`config.mk`:
```
export PLATFORM = sky130hd
export DESIGN_NAME = blockade_sound
export DESIGN_NICKNAME = d
export VERILOG_FILES = /design/src/rtl/blockade_sound.sv
export SDC_FILE = /design/constraint.sdc
export NUM_CORES = 1
export LEC_CHECK = 0
export CAP_MARGIN = 20
export CELL_PAD_IN_SITES_DETAIL_PLACEMENT = 0
export CELL_PAD_IN_SITES_GLOBAL_PLACEMENT = 1
export CORE_ASPECT_RATIO = 1.1
export CORE_MARGIN = 1
export CORE_UTILIZATION = 45
export CTS_BUF_LIST = sky130_fd_sc_hd__clkbuf_4
export CTS_CLUSTER_SIZE = 30
export DETAILED_ROUTE_END_ITERATION = 10
export PLACE_DENSITY_LB_ADDON = 0.2
export SKIP_LAST_GASP = 1
export SLEW_MARGIN = 40
export SYNTH_ARGS = -nofsm -noshare
export SYNTH_HDL_FRONTEND = slang
export SYNTH_SLANG_ARGS = --single-unit
```
`constraint.sdc`:
```
create_clock -name clk -period 2.7 [get_ports clk]
set_input_delay 0.54 -clock clk [delete_from_list [all_inputs] [get_ports clk]]
set_output_delay 0.54 -clock clk [all_outputs]
set_load 0.05 [all_outputs]
```
`src/rtl/blockade_sound.sv`:
```
// Blockade sound generator: turns CPU OUT-port writes into an 8-bit mono
// sample made of a programmable square-wave tone plus an envelope-gated
// LFSR noise burst (the crash sound).
module blockade_sound #(
  parameter int TICK_DIV = 1000,
  parameter int ENV_DIV  = 256
) (
  input  logic       clk,
  input  logic       reset,
  input  logic       outp,
  input  logic [3:0] port_addr,
  input  logic [7:0] port_data,
  output logic [7:0] audio,
  output logic       sound_active
);

  localparam int TW = (TICK_DIV > 1) ? $clog2(TICK_DIV) : 1;
  localparam int EW = (ENV_DIV > 1) ? $clog2(ENV_DIV) : 1;
  localparam logic [TW-1:0] TICK_LAST = TW'(TICK_DIV - 1);
  localparam logic [EW-1:0] ENV_LAST  = EW'(ENV_DIV - 1);

  // Next LFSR state: shift left, feedback from taps 16,14,13,11.
  function automatic logic [15:0] lfsr_next(input logic [15:0] s);
    lfsr_next = {s[14:0], s[15] ^ s[13] ^ s[12] ^ s[10]};
  endfunction

  // Sample mix: tone contributes 0x40, noise contributes env/2; max 0xBF.
  function automatic logic [7:0] mix(input logic       ff,
                                     input logic       nb,
                                     input logic [7:0] env);
    logic [7:0] t;
    logic [7:0] n;
    t   = ff ? 8'h40 : 8'h00;
    n   = nb ? {1'b0, env[7:1]} : 8'h00;
    mix = t + n;
  endfunction

  logic [TW-1:0] tick_pre_q, tick_pre_d;
  logic          outp_last_q, outp_last_d;
  logic [7:0]    tone_div_q, tone_div_d;
  logic [7:0]    tone_cnt_q, tone_cnt_d;
  logic          tone_ff_q, tone_ff_d;
  logic [7:0]    env_q, env_d;
  logic [EW-1:0] env_pre_q, env_pre_d;
  logic [15:0]   lfsr_q, lfsr_d;
  logic [7:0]    audio_q, audio_d;
  logic          sound_active_q, sound_active_d;

  logic tick_s;
  logic wr_s;
  logic unused_addr_s;

  // Port 3 is decoded by the core but has no sound function.
  assign unused_addr_s = port_addr[3];

  assign audio        = audio_q;
  assign sound_active = sound_active_q;

  // Tick prescaler and write-event edge detection on the OUT strobe.
  always_comb begin
    tick_s      = (tick_pre_q == TICK_LAST);
    outp_last_d = outp;
    wr_s        = outp & ~outp_last_q;
    if (tick_s) begin
      tick_pre_d = '0;
    end else begin
      tick_pre_d = tick_pre_q + TW'(1);
    end
  end

  // Tone divider: a load from port 0 wins over a coincident tick.
  always_comb begin
    tone_div_d = tone_div_q;
    tone_cnt_d = tone_cnt_q;
    tone_ff_d  = tone_ff_q;
    if (wr_s && port_addr[0]) begin
      tone_div_d = port_data;
      tone_cnt_d = port_data;
    end else if (tone_div_q == 8'h00) begin
      tone_ff_d = 1'b0;
    end else if (tick_s) begin
      if (tone_cnt_q == 8'hFF) begin
        tone_cnt_d = tone_div_q;
        tone_ff_d  = ~tone_ff_q;
      end else begin
        tone_cnt_d = tone_cnt_q + 8'h01;
      end
    end else begin
      tone_cnt_d = tone_cnt_q;
    end
  end

  // Envelope: start/stop writes win over a coincident tick; stop beats start.
  always_comb begin
    env_d     = env_q;
    env_pre_d = env_pre_q;
    if (wr_s && (port_addr[1] || port_addr[2])) begin
      if (port_addr[2]) begin
        env_d = 8'h00;
      end else begin
        env_d = 8'hFF;
      end
      if (port_addr[1]) begin
        env_pre_d = '0;
      end else begin
        env_pre_d = env_pre_q;
      end
    end else if (tick_s && (env_q != 8'h00)) begin
      if (env_pre_q == ENV_LAST) begin
        env_pre_d = '0;
        env_d     = env_q - 8'h01;
      end else begin
        env_pre_d = env_pre_q + EW'(1);
      end
    end else begin
      env_d = env_q;
    end
  end

  // Noise source and registered output mix.
  always_comb begin
    if (tick_s) begin
      lfsr_d = lfsr_next(lfsr_q);
    end else begin
      lfsr_d = lfsr_q;
    end
    audio_d        = mix(tone_ff_q, lfsr_q[0], env_q);
    sound_active_d = (tone_div_q != 8'h00) | (env_q != 8'h00);
  end

  // State register with asynchronous active-high reset.
  always_ff @(posedge clk or posedge reset) begin
    if (reset) begin
      tick_pre_q     <= '0;
      outp_last_q    <= 1'b0;
      tone_div_q     <= 8'h00;
      tone_cnt_q     <= 8'h00;
      tone_ff_q      <= 1'b0;
      env_q          <= 8'h00;
      env_pre_q      <= '0;
      lfsr_q         <= 16'h0001;
      audio_q        <= 8'h00;
      sound_active_q <= 1'b0;
    end else begin
      tick_pre_q     <= tick_pre_d;
      outp_last_q    <= outp_last_d;
      tone_div_q     <= tone_div_d;
      tone_cnt_q     <= tone_cnt_d;
      tone_ff_q      <= tone_ff_d;
      env_q          <= env_d;
      env_pre_q      <= env_pre_d;
      lfsr_q         <= lfsr_d;
      audio_q        <= audio_d;
      sound_active_q <= sound_active_d;
    end
  end

endmodule

```
==> results of run 1 <==
[sequential cells by signal, summed over array words and instances, names as in the netlist]
name          flops
sound_active      1
env_q             8
tone_div_q        8
env_pre_q         8
audio             8
tick_pre_q       10
outp_last_q       1
tone_ff_q         1
lfsr_q           16
tone_cnt_q        8
[logic make-up (layout without fill, tap and decap cells)]
| logic type | Yosys count | count (layout) | share of synthesized area |
|---|---|---|---|
| simple gates | 178 | 178 | 0.262 |
| xor+xnor | 14 | 14 | 0.0381 |
| compound gates | 52 | 52 | 0.105 |
| flops | 69 | 69 | 0.537 |
| mux | 5 | 5 | 0.0163 |
| fa+ha+maj | 6 | 6 | 0.0233 |
| buf+inv | 15 | 51 | 0.0183 |
[placed cells by master, fill, tap and decap left out, types with 3 or more instances in the layout]
cell type / synthesis / routed
dfrtp_1: 68 / 68
nor2_1: 19 / 19
clkdlybuf4s50_1: 0 / 22
buf_4: 0 / 7
and3_1: 7 / 7
xnor2_1: 9 / 9
nand3_1: 20 / 20
inv_1: 5 / 4
ha_1: 6 / 6
a21oi_1: 10 / 10
nand4_1: 8 / 8
o311ai_0: 3 / 3
mux2i_1: 3 / 3
xor2_1: 5 / 5
clkbuf_4: 0 / 9
nand2_1: 86 / 86
or4_1: 3 / 3
o211ai_1: 3 / 3
o31ai_1: 5 / 5
o21ai_0: 18 / 18
nor3_1: 9 / 8
or3_1: 3 / 3
and2_1: 10 / 10
[per-stage QoR]
step                area [um^2]   util  power (mW)  worst slack (ns)  cells
floorplan                  3220      -        1.30             0.422    339
global placement           3580  0.531        1.37             0.400    441
detailed placement         3580  0.531        1.38             0.346    441
CTS                        3740  0.554        2.13             0.418    457
global route               3740  0.555        2.22             0.271    457
finish                     3740  0.555        2.11             0.433    457
[worst max-delay path, stage by stage (launching register included)]
cell      delay, ns
dfrtp_1        0.41
ha_1           0.23
nand4b_1       0.18
or3_1          0.49
nor2_1         0.52
mux2i_1        0.24
o21ai_0        0.09
[report_power, final]
group	leakage (nW)	total [mW]	internal, mW	switching, mW
combinational	0.723	0.198	0.0912	0.106
clock	0.0833	0.751	0.371	0.381
sequential	0.891	1.16	1.09	0.0689
[worst max-delay path by stage]
stage	startpoint	end	cells past startpoint
CTS	tick_pre_q[0]$_DFF_PP0_	tone_cnt_q[3]$_DFFE_PP0P_	6
global placement	outp	env_pre_q[3]$_DFFE_PP0P_	7
global route	tick_pre_q[0]$_DFF_PP0_	tone_cnt_q[3]$_DFFE_PP0P_	6
floorplan	reset	audio[0]$_DFF_PP0_	1
detailed placement	outp	env_pre_q[3]$_DFFE_PP0P_	7
finish	tick_pre_q[0]$_DFF_PP0_	tone_cnt_q[3]$_DFFE_PP0P_	6
[area by class of cell]
cell class                 count  area share
sequential                    69       0.462
multi-input combinational    255       0.385
timing repair buffer          30      0.0782
tap                           82      0.0274
clock inverter                 7      0.0241
clock buffer                   9      0.0181
inverter                       5     0.00502
[metal layers]
layer,part of all wire,global-route usage
met2,0.48,0.312
met1,0.46,0.244
met4,0.028,0.0905
met3,0.030,0.0384
met5,0,0
==> metrics, run 1 <==
Synth area leader=dfrtp_1; Clk Latency, worst-skew pair=0.41 ns; fillcell total=about 630; min Tclk post-route=2.27 ns; Starting DRT DRC Count=84; Starting Density=0.477; final setup TNS=0 ns; number of register bits inferred by synthesis=69; clock sink count=69; RSZ-0062 raised after global routing=false; Max VDD drop=0.000366 V; io pins=24; total CTS buffers=9; Diodes inserted=0; 1st-pass router iterations=4; hold_buf cts=0; Seq. cell area=0.00173 mm^2; crit path DAT=2.57 ns; count leader, synth=nand2_1; Routed Antenna Nets=0; GRT Overall Usage=0.194; min-delay src=lfsr_q[9]$_DFFE_PP0N_; top cells by count, synth=nand2_1 (86), dfrtp_1 (68), nand3_1 (20); initial antenna violation count=0; routed len/inst=14.1 um; # DRC=0; Die Span X=82.7 um; footprint of the multi-input gates=0.00144 mm^2; Worst Path Class, Setup=reg2reg; Critical Path Start Type=flip-flop; Via Count=2495; H-tree lvl count=3; Hold Path End=lfsr_q[10]$_DFFE_PP0N_; Post-synth EDFFs=0; RePlAce Congestion=0.829; core area=0.00675 mm^2; top cell type's share of synthesized area=0.528; Slew @ Worst Pin=0.579 ns; synthesized net count=360; register area share after synthesis=0.537; reg2reg start=tick_pre_q[0]$_DFF_PP0_; Peak Freq=~440 MHz; largest net degree at the start of global routing=70; # setup viols final=0; FF-to-FF setup slack=0.43 ns; LEAKAGE=around 1.7 nW; Final nets=391; RR Endpoint=tone_cnt_q[3]$_DFFE_PP0P_; clock slew seen by the registers of the worst setup and hold paths=~0.12 ns; Die Span Y=90.7 um; Syn Std Cell Area=0.00322 mm^2; CP max FO=8; Critical Path RT=3.00 ns; Port Buffer Count=22; root buffer cell=clkbuf_4; Gates resized, CTS repair=0; DP Wirelength=4400 um; Worst Hold Class=reg2reg; type of element capturing the critical path=flip-flop; vias in the first global route=2435; Hold WS=about 0.48 ns; Fin. Hold Viols=0; layout cells sized above 1=0.0933; Setup Buffers After CTS=0; Warnings, synthesis=0; outcome=completed; R2R cell count=6; DIE AREA=0.00750 mm^2; vias per inst=5.46; gr ovfl total=0; period utilization=0.840; most used flip-flop cell after synthesis=dfrtp_1; Clock Skew=0.0118 ns; std cell rows=31; hold path cells=2; maxcap violations=0; CTS tree=yes; Clock Path Buffers=2; Post-synth ARST share=1.00; Total Wirelength=6440 um; Slew headroom=0.612; Mapped Cells=339; Final Slew Violations=0; Netlist cell types=47; first-pass GRT wire length=11100 um; Synth area leaders=dfrtp_1 (53%), nand2_1 (10%), nand3_1 (3.1%); syn avg cell area=9.50 um^2; Power Dens Cells=564 mW/mm^2; Layout area overhead=16.2%
No activity file was read; power rests on OpenSTA's default activity.
==> run 2, diff against run 1 <==
Settings changed: CORE_UTILIZATION 45 to 42.
Clock period 2.7 ns to 1.9 ns, I/O delays scaled along.
==> run 2 against run 1 <==
The flow now finishes with violations (negative setup slack). Die area grew 7.0%. Utilization grew 2.5 points. Via count grew 7.7%. Hold slack lost 0.17 ns. First-iteration DRC count grew 140%. Setup slack lost 0.59 ns. Fmax grew 10%. Clock-buffer cell count grew 1. Cell count grew 12%. Flip-flop and latch count is the same. Critical endpoint is now env_q[3]$_DFFE_PP0P_.
==> metrics, run 2 (synthesis results as in run 1) <==
root buffer cell=clkbuf_4 (unchanged); Routed Antenna Nets=0 (unchanged); Worst Hold Class=in2async (was reg2reg); RePlAce Congestion=0.805 (was 0.829); crit path DAT=2.42 ns (was 2.57 ns); Die Span X=85.5 um (was 82.7 um); Total Wirelength=7260 um (was 6440 um); core area=0.00743 mm^2 (was 0.00675 mm^2); Die Span Y=93.8 um (was 90.7 um); Slew @ Worst Pin=0.488 ns (was 0.579 ns); # setup viols final=12 (was 0); Layout Cells excl Fill=511 (was 457); outcome=finished with violations (was completed); Via Count=2688 (was 2495); gr ovfl total=0 (unchanged); io pins=24 (unchanged); initial antenna violation count=0 (unchanged); Reg with most FFs=lfsr_q (unchanged); cell at the slowest stage of the critical path=or4_4 (was nor2_1); failing checks=negative setup slack; most frequent cells in the layout=nand2_1 (86), dfrtp_1 (68), buf_4 (47) (was nand2_1 (86), dfrtp_1 (68), clkdlybuf4s50_1 (22)); clock power share=0.354 (was 0.356); Diodes inserted=0 (unchanged); crit-path leading delay family=simple AND/OR/NAND/NOR gates (unchanged); Starting Density=0.433 (was 0.477); Power Dens Cells=740 mW/mm^2 (was 564 mW/mm^2); placed cells=487 (was 441); Clk Latency, worst-skew pair=0.44 ns (was 0.41 ns); pre-CTS WS=-0.148 ns (was 0.346 ns); Starting DRT DRC Count=200 (was 84); Slew headroom=0.674 (was 0.612); type of element capturing the critical path=flip-flop (unchanged); Final nets=440 (was 391); Sw Ratio=0.274 (was 0.263); reg2reg start=env_q[5]$_DFFE_PP0P_ (was tick_pre_q[0]$_DFF_PP0_); DP Wirelength=4850 um (was 4400 um); vias per inst=5.26 (was 5.46); routed len/inst=14.2 um (was 14.1 um); min Tclk post-route=2.06 ns (was 2.27 ns); Worst Path Class, Setup=reg2reg (unchanged); Worst Slack Setup Final=-0.155 ns (was 0.433 ns); hold_buf cts=0 (unchanged); R2R cell count=6 (unchanged); # DRC=0 (unchanged); CP max FO=5 (was 8); max incr delay on CP=0.57 ns (was 0.52 ns); clock sink count=69 (unchanged); Final Slew Violations=0 (unchanged); Critical path origin=env_q[5]$_DFFE_PP0P_ (was tick_pre_q[0]$_DFF_PP0_); most common cell after layout, fill and taps aside=nand2_1 (unchanged); sequential power share=0.516 (was 0.551); std cell rows=33 (was 31); combinational share of power=0.130 (was 0.094); max reg flops=16 (unchanged); Clock Skew=0.0189 ns (was 0.0118 ns); H-tree lvl count=3 (unchanged); period utilization=1.08 (was 0.840); LEAKAGE=2.02 nW (was 1.70 nW); Regs by FF count=lfsr_q x16, tick_pre_q x10 (unchanged); fillcell total=657 (was 634); RSZ-0062 raised after global routing=true (was false); layout cells sized above 1=0.236 (was 0.0933); Port Buffer Count=22 (unchanged); DIE AREA=0.00802 mm^2 (was 0.00750 mm^2); Peak Freq=487 MHz (was 441 MHz); Critical Path Start Type=flip-flop (unchanged); largest net degree at the start of global routing=27 (was 70); 1st-pass router iterations=4 (unchanged); CP Depth=6 (unchanged); vias in the first global route=2531 (was 2435); final setup TNS=-1.31 ns (was 0 ns); total CTS buffers=9 (unchanged); clock slew seen by the registers of the worst setup and hold paths=0.12 ns (about the same); Critical Path RT=2.27 ns (was 3.00 ns); worst path cell trace=or4_4 > or4b_4 > nand3_4 > buf_4 > o311ai_2 > nand3_1 (was ha_1 > nand4b_1 > or3_1 > nor2_1 > mux2i_1 > o21ai_0); Clock Path Buffers=2 (unchanged); Fin. Hold Viols=0 (unchanged); P_int=2.31 mW (was 1.56 mW); Sw Pwr=0.873 mW (was 0.556 mW); CTS tree=yes (unchanged); Layout area overhead=33.6% (was 16.2%); crit path buf inv count=1 (was 0); GRT Overall Usage=0.195 (was 0.194); first-pass GRT wire length=11900 um (was 11100 um); Max VDD drop=0.000348 V (was 0.000366 V); maxcap violations=0 (unchanged)
run 2: cell count changes in the layout (fill, tap and decap cells not counted), sizes merged:
cell	previous run	this run
buf	8	56
clkinv	4	3
clkdlybuf4s50	22	13
clkbuf	9	11
dlygate4sd2	0	9
run 2: metal layers:
layer | wire (um) | part of all wire | global-route usage
met3 | 192 | 0.026 | 0.0404
met2 | 3460 | 0.48 | 0.315
met4 | 132 | 0.018 | 0.0889
met1 | 3470 | 0.48 | 0.252
met5 | 0 | 0 | 0
run 2: worst reg2reg max path: stages (launching register included):
cell and delay [ns]:
dfrtp_1 0.39, or4_4 0.57, or4b_4 0.57, nand3_4 0.14
buf_4 0.14, o311ai_2 0.09, nand3_1 0.11
run 2: repair_timing:
action	4_1_cts	5_1_grt
pin swaps	12	15
resized for setup	26	21
endpoints found under the hold margin	0	0
endpoints found under the setup margin	28	25
gates cloned	0	1
setup buffers	1	6
run 2: final timing paths:
check                                     endpoint  slack [ns]
max in group asynchronous  tick_pre_q[3]$_DFF_PP0_        1.11
min reg2reg                 lfsr_q[10]$_DFFE_PP0N_        0.48
min in group clk             outp_last_q$_DFF_PP0_        0.43
max                           env_q[3]$_DFFE_PP0P_       -0.16
max reg2reg                   env_q[3]$_DFFE_PP0P_       -0.16
min                          lfsr_q[8]$_DFFE_PP0N_        0.31
run 2: metrics by stage:
stage	total power, mW	area, um^2	utilization	hold slack, ns
2_1_floorplan	1.85	3230	-	0.411
3_3_place_gp	2.03	3930	0.529	0.447
3_5_place_dp	2.03	3930	0.529	0.446
4_1_cts	3.16	4150	0.559	0.310
5_1_grt	3.33	4300	0.579	0.332
6_report	3.19	4300	0.579	0.310
run 2: final cells by class:
| cell class | instances | area [um^2] | share of cell area |
|---|---|---|---|
| multi-input cells | 255 | 1550 | 0.360 |
| repair buffers | 79 | 732 | 0.170 |
| well taps | 87 | 109 | 0.0253 |
| flip-flops and latches | 69 | 1730 | 0.401 |
| inverters | 5 | 22.5 | 0.00523 |
| clock inverters | 6 | 86.3 | 0.0201 |
| clock buffers | 10 | 75.1 | 0.0174 |
run 2: power groups by stage:
stage / combinational, mW / sequential, mW / clock, mW
CTS: 0.387 / 1.63 / 1.14
floorplan: 0.206 / 1.65 / 0
global route: 0.466 / 1.66 / 1.21
finish: 0.414 / 1.64 / 1.13
global placement: 0.365 / 1.66 / 0
detailed placement: 0.371 / 1.66 / 0
==> run 3, diff against run 2 <==
Settings changed: CORE_MARGIN 1 to default.
==> results of run 3 <==
The final DEF is identical to that of run 2; final timing and power are the same.
